==> src/rtl/vrf_wb_issue_queue.sv <==
// Writeback issue queue: buffers results from two vector FUs in order and drives two VRF
// write ports. The VRF can reject either write in the same cycle, and rejected writes are retried.
module vrf_wb_issue_queue #(
    parameter int DEPTH  = 8,
    parameter int ADDR_W = 5,
    parameter int DATA_W = 32
) (
    input  logic                       clk,
    input  logic                       rstn,
    input  logic                       in0_vld,
    output logic                       in0_rdy,
    input  logic [ADDR_W-1:0]          in0_addr,
    input  logic [DATA_W-1:0]          in0_data,
    input  logic                       in1_vld,
    output logic                       in1_rdy,
    input  logic [ADDR_W-1:0]          in1_addr,
    input  logic [DATA_W-1:0]          in1_data,
    output logic                       wr0_vld,
    output logic [ADDR_W-1:0]          waddr0,
    output logic [DATA_W-1:0]          wdata0,
    input  logic                       wr0_conflict,
    output logic                       wr1_vld,
    output logic [ADDR_W-1:0]          waddr1,
    output logic [DATA_W-1:0]          wdata1,
    input  logic                       wr1_conflict,
    output logic [$clog2(DEPTH):0]     count,
    output logic                       empty,
    output logic                       full
);

    localparam int PTR_W = $clog2(DEPTH);
    localparam int CNT_W = PTR_W + 1;

    logic [ADDR_W-1:0] addr_mem [DEPTH];
    logic [DATA_W-1:0] data_mem [DEPTH];
    logic [DEPTH-1:0]  done;

    logic [PTR_W-1:0]  head;
    logic [PTR_W-1:0]  tail;
    logic [PTR_W-1:0]  head1;
    logic [PTR_W-1:0]  tail1;
    logic [PTR_W-1:0]  slot1;
    logic [CNT_W-1:0]  free;
    logic [CNT_W-1:0]  enq_cnt;
    logic [CNT_W-1:0]  pop_cnt;
    logic              has1;
    logic              has2;
    logic              enq0;
    logic              enq1;
    logic              wr1_ok;
    logic              ok0;
    logic              ok1;

    // Ready ignores same-cycle pops, so occupancy can never exceed DEPTH.
    always_comb begin
        free    = CNT_W'(DEPTH) - count;
        has1    = (count >= CNT_W'(1));
        has2    = (count >= CNT_W'(2));
        in0_rdy = rstn & (free >= CNT_W'(1));
        in1_rdy = rstn & (free >= CNT_W'(2));
        head1   = head + PTR_W'(1);
        tail1   = tail + PTR_W'(1);

        wr0_vld = rstn & has1 & ~done[head];
        waddr0  = addr_mem[head];
        wdata0  = data_mem[head];
        // Same destination as the head must not overtake it (write-after-write order).
        wr1_vld = rstn & has2 & ~done[head1] & (addr_mem[head1] != addr_mem[head]);
        waddr1  = addr_mem[head1];
        wdata1  = data_mem[head1];

        ok0     = wr0_vld & ~wr0_conflict;
        wr1_ok  = wr1_vld & ~wr1_conflict;
        ok1     = wr1_ok | (has2 & done[head1]);
        if (!ok0)
            pop_cnt = CNT_W'(0);
        else if (ok1)
            pop_cnt = CNT_W'(2);
        else
            pop_cnt = CNT_W'(1);

        enq0    = in0_vld & in0_rdy;
        enq1    = in1_vld & in1_rdy;
        enq_cnt = CNT_W'(enq0) + CNT_W'(enq1);
        slot1   = enq0 ? tail1 : tail;

        empty   = (count == CNT_W'(0));
        full    = (count == CNT_W'(DEPTH));
    end

    // A head+1 entry that wrote while the head is stalled is marked done so it is never rewritten.
    always_ff @(posedge clk) begin
        if (!rstn) begin
            head  <= '0;
            tail  <= '0;
            count <= '0;
            done  <= '0;
        end else begin
            if (enq0)
                done[tail] <= 1'b0;
            if (enq1)
                done[slot1] <= 1'b0;
            if (wr1_ok)
                done[head1] <= 1'b1;
            head  <= head + PTR_W'(pop_cnt);
            tail  <= tail + PTR_W'(enq_cnt);
            count <= count + enq_cnt - pop_cnt;
        end
    end

    always_ff @(posedge clk) begin
        if (enq0) begin
            addr_mem[tail] <= in0_addr;
            data_mem[tail] <= in0_data;
        end
        if (enq1) begin
            addr_mem[slot1] <= in1_addr;
            data_mem[slot1] <= in1_data;
        end
    end

endmodule

==> config.mk <==
export PLATFORM = sky130hd
export DESIGN_NAME = vrf_wb_issue_queue
export DESIGN_NICKNAME = d
export VERILOG_FILES = /design/src/rtl/vrf_wb_issue_queue.sv
export SDC_FILE = /design/constraint.sdc
export NUM_CORES = 1
export LEC_CHECK = 0
export CAP_MARGIN = 20
export CORE_MARGIN = 10
export CORE_UTILIZATION = 65
export CTS_BUF_LIST = sky130_fd_sc_hd__clkbuf_4
export CTS_CLUSTER_SIZE = 16
export DETAILED_ROUTE_END_ITERATION = 12
export GPL_ROUTABILITY_DRIVEN = 1
export HOLD_SLACK_MARGIN = 0.1
export PLACE_DENSITY = 0.88
export SLEW_MARGIN = 20
export SYNTH_ARGS = -nofsm -noshare
export SYNTH_HDL_FRONTEND = slang
export SYNTH_SLANG_ARGS = --single-unit
==> constraint.sdc <==
create_clock -name clk -period 11.8 [get_ports clk]
set_clock_uncertainty 0.15 [all_clocks]
set_input_delay 2.36 -clock clk [delete_from_list [all_inputs] [get_ports clk]]
set_output_delay 2.36 -clock clk [all_outputs]
set_load 0.01 [all_outputs]
After elaboration in Yosys (flattened, before gate mapping). Memories as Yosys holds them, arrays and structs flattened. A register that Yosys moved wholly into a read port is not among the register bits. Cells that the tools add are included.

Bits in registers: 18. Logic and storage cells: 77. Output and inout port bits: 84. Bits in writable memories: 296. Memories kept: 2. Input port bits: 80.

Memories: data_mem (words 8, bits a word 32, read ports 2, clocked after Yosys merged registers in 1, write ports 2, line 35) `logic [DATA_W-1:0] data_mem [DEPTH];`; addr_mem (words 8, bits a word 5, read ports 2, clocked after Yosys merged registers in 1, write ports 2, line 34) `logic [ADDR_W-1:0] addr_mem [DEPTH];`.

Reductions and logical operators: 4. Add/subtract/negate cells: 8. Bitwise logic cells: 22. $lt $le $gt $ge: 11. Muxes and demuxes: 24. Eq/ne operators: 2.

Operators by type and width (number): 8-bit 2-to-1 mux (5); 8-bit AND (2); 3-bit by 4-bit less-than comparator with 1-bit output, second input constant (4); 8-bit NOT (2); 1-bit AND (12); 1-bit demux with 3-bit select (3); 3-bit by 1-bit greater-or-equal comparator with 1-bit output, second input constant (3); 1-bit 2-to-1 mux (9); 3-bit 2-to-1 mux (3); 4-bit by 1-bit greater-or-equal comparator with 1-bit output, second input constant (2); 4-bit by 2-bit greater-or-equal comparator with 1-bit output, second input constant (2); 8-bit bitwise OR (1); 3-bit by 1-bit adder with 3-bit output, second input constant (2); 1-bit binary-select mux with 3-bit select (2); 5-bit inequality test (1); 4-bit by 2-bit adder with 4-bit output (1); 4-bit equality test, second input constant (1); 4-bit zero test (1); 2-bit 2-to-1 mux (2); 1-bit NOT (4); 4-bit subtractor (1); 4-bit subtractor, first input constant (1); 3-bit by 2-bit adder with 3-bit output (1); 3-bit adder (1); 3 further kinds (5).

Depth between registers and ports, before layout. Gate-level depths: netlist of the first run.

Depth in word-level cells: 15. Depth in mapped cells: 16. Mapped depth without buffers: 15.

Worst setup path after synthesis of the first run. OpenSTA, ideal clock, no wires.

Kind: input to output. Start: input rstn. End: output wr0_vld. Path buffers: 1. Setup slack: 6342 ps. Required time: 9290 ps. Stages on the path: 3. Arrival: 2948 ps. Path through: buf_2 > o21ai_0 > a211oi_1.

Longest elaborated chain between the ends: 2.

Ends and longest elaborated chain: from (decl) (line 9) `input logic rstn,`; 1-bit AND (2 in a row) (line 64) `wr0_vld = rstn & has1 & ~done[head];`; to (decl) (line 18) `output logic wr0_vld,`.

Every way passes these cells.

Worst setup path after layout of the first run.
Start: register head[0]. End: output wr1_vld.

Longest elaborated chain between the ends: 6. Elaborated cells between the ends (all ways): 8. Classes of those cells: 1 x add/sub; 1 x eq/ne; 2 x mux; 3 x bitwise; 1 x memory.

Ends and longest elaborated chain: from (decl) (line 38) `logic [PTR_W-1:0] head;`; from (signal assigned) (line 105) `head <= head + PTR_W'(pop_cnt);`; 3-bit by 1-bit adder with 3-bit output (*) (line 61) `head1 = head + PTR_W'(1);`; parallel branches: the longest is 4 deep, another holds memory read 8 x 5 bit; 1-bit AND (*) (line 68) `wr1_vld = rstn & has2 & ~done[head1] & (addr_mem[head1] != addr_mem[head]);`; to (decl) (line 22) `output logic wr1_vld,`.

Mark *: on every way between the ends. The select of a mux whose other input is x is not followed.

==> impl_metrics.env, run 1 <==
export IMPL_worst_setup_path_end_kind="output pin"
export IMPL_fin_tns_setup_ns=0
export IMPL_start_util_pct=66.5
export IMPL_gr_usage_met3_pct=6.62
export IMPL_timing_worst_setup_path_type="flip-flop to output pin"
export IMPL_combinationalPowerShare_pct=41.9
export IMPL_core_um2=28000
export IMPL_use_met2_pct=44.4
export IMPL_crit_required_ns=9.29
export IMPL_hold_path_depth=2
export IMPL_rows=61
export IMPL_yosys_cell_types_count=48
export IMPL_cts_setup_buffers=0
export IMPL_rr_startpoint="head[0]"
export IMPL_clock_sinks=314
export IMPL_fmax_mhz=134
export IMPL_status="complete, no violations"
export IMPL_die_y_um=189
export IMPL_r2r_end="count[3]"
export IMPL_synth_seq_cells=314
export IMPL_antenna_found_initial=2
export IMPL_gp_congestion=0.856
export IMPL_grt_overflow_total=0
export IMPL_drtPass1Iterations=5
export IMPL_grt_util_all_layers_pct=26.8
export IMPL_synth_largest_area_cell="edfxtp_1"
export IMPL_maxCapViolCount=0
export IMPL_final_common_cell="mux2_1"
export IMPL_io_pins=164
export IMPL_dp_slack_ns=4.90
export IMPL_place_hpwl_mm=28.8
export IMPL_hold_buffers=0
export IMPL_cts_clk_slew_worst_paths_ns=0.07
export IMPL_mostFrequentLayoutCells="mux2_1 (299), edfxtp_1 (296), clkdlybuf4s50_1 (163), mux2i_1 (153), clkbuf_4 (120)"
export IMPL_clock_power_share_pct=22.2
export IMPL_critPathArrivalTime_ns=4.97
export IMPL_syn_avg_cell_area_um2=14.9
export IMPL_placed_area_um2=20500
export IMPL_setup_viol=0
export IMPL_synth_area_um2=18600
export IMPL_rsz0062_at_grt="false"
export IMPL_slew_headroom_pct=24.9
export IMPL_routed_wl_mm=48.9
export IMPL_vias_per_cell=6.67
export IMPL_async_reset_ff_share_pct=0
export IMPL_dieArea_um2=35800
export IMPL_post_route_drc_count=0
export IMPL_p_seq_share_pct=35.9
export IMPL_netlist_instances=1250
export IMPL_syn_nets=1351
export IMPL_drive_gt1_share_pct=21.2
export IMPL_ff_latch_area_um2=9260
export IMPL_fill_cells=1702
export IMPL_synth_edf_count=296
export IMPL_ys_flop_type="edfxtp_1"
export IMPL_regToRegSetupSlack_ns=6.47
export IMPL_num_vias=12400
export IMPL_ant_nets=0
export IMPL_multi_input_area_um2=8850
export IMPL_hold_viol_final=0
export IMPL_worst_pin_slew_ns=1.13
export IMPL_dr_first_iter_drc_count=1222
export IMPL_wl_per_cell_um=26.2
export IMPL_yosysWarningCount=0
export IMPL_min_period_ns=7.48
export IMPL_netlist_top_cells_area="edfxtp_1 (48%), mux2_1 (18%), mux4_2 (9.2%)"
export IMPL_min_path_type="flip-flop to flip-flop"
export IMPL_critPathMaxFanout=159
export IMPL_cts_buffer_depth=3
export IMPL_p_sw_mw=1.41
export IMPL_grt_pass1_vias=13100
export IMPL_final_util_pct=76.8
export IMPL_syn2layout_area_growth_pct=15.5
export IMPL_cts_tree="built"
export IMPL_internal_power_mw=2.76
export IMPL_numPortBuffers=163
export IMPL_cts_buffers=82
export IMPL_p_per_area_nw_per_um2=194
export IMPL_busiest_layer="met2"
export IMPL_drv_slew=0
export IMPL_yosysTopAreaCellShare_pct=47.7
export IMPL_clock_latency_ns=0.66
export IMPL_grt_max_degree=160
export IMPL_fin_area_um2=21500
export IMPL_finalCritPeriodShare_pct=63.3
export IMPL_rr_worst_depth=13
export IMPL_nNetsFinal=1527
export IMPL_power_leakage_nw=7.09
export IMPL_use_met1_pct=33.6
export IMPL_htree_levels=3
export IMPL_dieWidth_um=189
export IMPL_start_kind="flip-flop"
export IMPL_vdd_ir_drop_worst_mv=0.125
export IMPL_whs_endpoint="done[5]"
export IMPL_swShare_pct=33.8
export IMPL_grt_pass1_wl_mm=75.1
export IMPL_root_buffer="clkbuf_4"
export IMPL_ctsResizeCount=0
export IMPL_worstHoldStart="done[5]"
export IMPL_fin_ws_ns=4.32
export IMPL_yosysSeqAreaShare_pct=49.6
-- critical path: stages (launching register included) --
cell and delay [ns]:
dfxtp_4 1.06, buf_12 0.72, mux2_1 0.40, a2111oi_1 0.59, xnor2_1 0.27, nor4_4 0.59, nor3_1 0.10, clkdlybuf4s50_1 0.50
-- synth_stat cells, drive strengths merged, types with 3 or more instances --
| cell | number |
|---|---|
| edfxtp | 296 |
| o22ai | 72 |
| or3 | 5 |
| ha | 17 |
| nor2 | 14 |
| mux4 | 80 |
| fa | 4 |
| or2 | 34 |
| nand2b | 3 |
| clkbuf | 26 |
| nor3 | 15 |
| dfxtp | 18 |
| nand2 | 23 |
| nor2b | 3 |
| and3 | 7 |
| xnor2 | 9 |
| mux2 | 332 |
| a31o | 3 |
| inv | 26 |
| xor2 | 4 |
| a41o | 3 |
| mux2i | 153 |
| o21ai | 3 |
| and2 | 7 |
| buf | 68 |
| a2111oi | 3 |
| nand3 | 6 |
-- power groups by stage --
| stage | Sequential [mW] | Combinational [mW] | Clock [mW] |
|---|---|---|---|
| 6_report | 1.49 | 1.74 | 0.927 |
| 3_3_place_gp | 1.51 | 1.70 | 0 |
| 2_1_floorplan | 1.45 | 1.10 | 0 |
| 4_1_cts | 1.49 | 1.74 | 0.939 |
| 5_1_grt | 1.51 | 1.86 | 1.00 |
| 3_5_place_dp | 1.52 | 1.73 | 0 |
-- logic make-up (layout without fill, tap and decap cells) --
logic type      count (synthesis)  after routing  share of synthesized area, %
mux                           565            565                          38.0
flops                         314            314                          49.6
simple gates                  124            124                          3.66
buf+inv                       120            355                          3.01
compound gates                 93             93                          3.38
fa+ha+maj                      21             21                          1.57
xor+xnor                       13             13                         0.692
other cells                     0              2                             0
-- state kept, by name (all words and copies together), names as in the netlist --
register / flops
head: 3
done: 8
count: 4
data_mem: 256
addr_mem: 40
tail: 3
-- through the flow --
| step | hold WS, ns | cells | total power [mW] |
|---|---|---|---|
| after global placement | 0.329 | 1720 | 3.20 |
| after global routing | 0.381 | 1865 | 4.37 |
| after detailed placement | 0.341 | 1720 | 3.25 |
| after CTS | 0.354 | 1863 | 4.17 |
| final | 0.358 | 1865 | 4.17 |
| after floorplan | 0.313 | 1250 | 2.54 |
-- layer usage --
layer	part of all wire, %	wire length (um)	up-vias
li1	-	-	5396
met1	38	18700	6266
met2	50	24300	668
met3	9.6	4670	104
met4	2.4	1180	0
met5	0	0	-
-- layout make-up --
| type | instances | share of cell area, % |
|---|---|---|
| Clock inverter | 23 | 0.535 |
| Tap cell | 378 | 2.20 |
| Timing Repair Buffer | 186 | 8.44 |
| Sequential cell | 314 | 43.0 |
| Antenna cell | 2 | 0.0233 |
| Inverter | 26 | 0.454 |
| Multi-Input combinational cell | 816 | 41.1 |
| Clock buffer | 120 | 4.19 |
-- how the worst max path moves through the flow --
stage	startpoint	to	slack, ns	cells past startpoint
global route	head[0]	wr1_vld	3.97	7
CTS	head[0]	wr1_vld	4.25	7
floorplan	rstn	wr0_vld	6.34	3
detailed placement	rstn	data_mem[1][31]	4.90	8
global placement	rstn	in1_rdy	4.99	4
finish	head[0]	wr1_vld	4.32	7
(Power assumes the default switching activity.)
==> inputs of run 2 (changes only) <==
Settings changed: CORE_UTILIZATION 65 to 55, PLACE_DENSITY 0.88 to 0.8.
Clock period 11.8 ns to 6.6 ns, I/O delays scaled along.
==> impl_metrics.env, run 2 (synthesis results as in run 1) <==
export IMPL_status="complete, no violations"
export IMPL_root_buffer="clkbuf_4"
export IMPL_setup_viol=0
export IMPL_cp_common_cell="nor3_1"
export IMPL_core_um2=33400
export IMPL_die_y_um=204
export IMPL_fill_cells=2403
export IMPL_vias_per_cell=6.36
export IMPL_dieArea_um2=41600
export IMPL_cts_tree="built"
export IMPL_cts_setup_buffers=0
export IMPL_ctsResizeCount=0
export IMPL_antenna_found_initial=6
export IMPL_vdd_ir_drop_worst_mv=0.339
export IMPL_hold_viol_final=0
export IMPL_clock_latency_ns=0.73
export IMPL_hold_buffers=0
export IMPL_drv_slew=0
export IMPL_num_vias=12300
export IMPL_place_hpwl_mm=29.8
export IMPL_crit_path_top_delay_cell="dfxtp_4"
export IMPL_mostFrequentLayoutCells="mux2_1 (299), edfxtp_1 (296), clkdlybuf4s50_1 (163), mux2i_1 (153), clkbuf_4 (124)"
export IMPL_worst_pin_slew_ns=1.14
export IMPL_min_path_type="flip-flop to flip-flop"
export IMPL_grt_pass1_vias=12800
export IMPL_drtPass1Iterations=5
export IMPL_fin_ws_ns=0.485
export IMPL_maxCapViolCount=0
export IMPL_cts_buffers=83
export IMPL_fmax_mhz=164
export IMPL_syn2layout_area_growth_pct=16.8
export IMPL_clock_sinks=314
export IMPL_io_pins=164
export IMPL_start_kind="flip-flop"
export IMPL_finalCritPeriodShare_pct=92.6
export IMPL_start_util_pct=55.7
export IMPL_path_cells="ha_1, inv_1, nor3_1, a2111oi_1, xnor2_1, nor4_4, nor3_1, clkdlybuf4s50_1"
export IMPL_wl_met1_mm=20.8
export IMPL_critPathMaxFanout=26
export IMPL_top_layer="met5"
export IMPL_wl_met3_mm=4.38
export IMPL_largest_register_ffs=256
export IMPL_grt_max_degree=155
export IMPL_p_per_area_nw_per_um2=350
export IMPL_grt_util_all_layers_pct=24.0
export IMPL_slew_headroom_pct=23.6
export IMPL_critPathArrivalTime_ns=4.64
export IMPL_reg_top3="data_mem: 256 flops, addr_mem: 40 flops, done: 8 flops"
export IMPL_cts_clk_slew_worst_paths_ns=0.06
export IMPL_gp_congestion=0.774
export IMPL_met2_length_mm=24.5
export IMPL_cts_buffer_depth=3
export IMPL_fin_tns_setup_ns=0
export IMPL_regMostFlops="data_mem"
export IMPL_grt_pass1_wl_mm=76.8
export IMPL_drive_gt1_share_pct=22.2
export IMPL_routed_wl_mm=50.8
export IMPL_dp_slack_ns=1.29
export IMPL_wl_per_cell_um=26.2
export IMPL_numPortBuffers=163
export IMPL_slowest_delay_ns=0.76
export IMPL_worst_setup_path_end_kind="output pin"
export IMPL_post_route_drc_count=0
export IMPL_dr_first_iter_drc_count=1135
export IMPL_power_leakage_nw=7.16
export IMPL_htree_levels=3
export IMPL_ant_nets=0
export IMPL_final_common_cell="mux2_1"
export IMPL_rows=67
export IMPL_dieWidth_um=204
export IMPL_nNetsFinal=1532
export IMPL_timing_worst_setup_path_type="flip-flop to output pin"
export IMPL_grt_overflow_total=0
export IMPL_min_period_ns=6.11
export IMPL_crit_required_ns=5.13
export IMPL_rsz0062_at_grt="false"
run 2: worst paths after layout:
kind         depth (start not counted)     from  slack [ns]       end
max                                  8  head[1]        0.49   wr1_vld
min                                  2  done[2]        0.34   done[2]
max reg2reg                         14  head[1]        1.69  count[2]
min reg2reg                          2  done[2]        0.34   done[2]
run 2: final cells by class:
class	instances	area (um^2)	share of cell area (%)
inverters	26	97.6	0.449
well taps	448	561	2.58
flip-flops and latches	314	9260	42.6
diodes	3	7.51	0.0345
multi-input cells	816	8880	40.8
clock buffers	124	931	4.28
repair buffers	190	1880	8.66
clock inverters	14	133	0.610
run 2: per-stage QoR:
stage | hold slack, ns | cell area [um^2] | total power, mW | utilization (%) | cells
2_1_floorplan | 0.313 | 18600 | 4.55 | - | 1250
3_3_place_gp | 0.331 | 20700 | 5.84 | 61.8 | 1794
3_5_place_dp | 0.334 | 20700 | 5.90 | 61.8 | 1794
4_1_cts | 0.344 | 21700 | 7.67 | 65.0 | 1932
5_1_grt | 0.370 | 21800 | 8.00 | 65.0 | 1934
6_report | 0.345 | 21800 | 7.62 | 65.0 | 1935
run 2: worst max-delay path: cells and delay by family (launching register included):
| kind | cells | cell delay [ns] |
|---|---|---|
| compound gates | 1 | 0.59 |
| xor+xnor | 1 | 0.24 |
| fa+ha+maj | 1 | 0.56 |
| buf+inv | 2 | 0.91 |
| flops | 1 | 0.76 |
| simple gates | 3 | 0.83 |
run 2: routing by layer:
layer | up-vias | global-route usage (%)
met5 | - | 0
met4 | 8 | 7.48
met3 | 88 | 6.01
met2 | 587 | 39.0
met1 | 6208 | 31.2
li1 | 5411 | -
run 2: where the power goes:
group | switching (mW) | internal (mW)
sequential | 0.147 | 2.47
combinational | 1.64 | 1.61
clock | 0.794 | 0.965
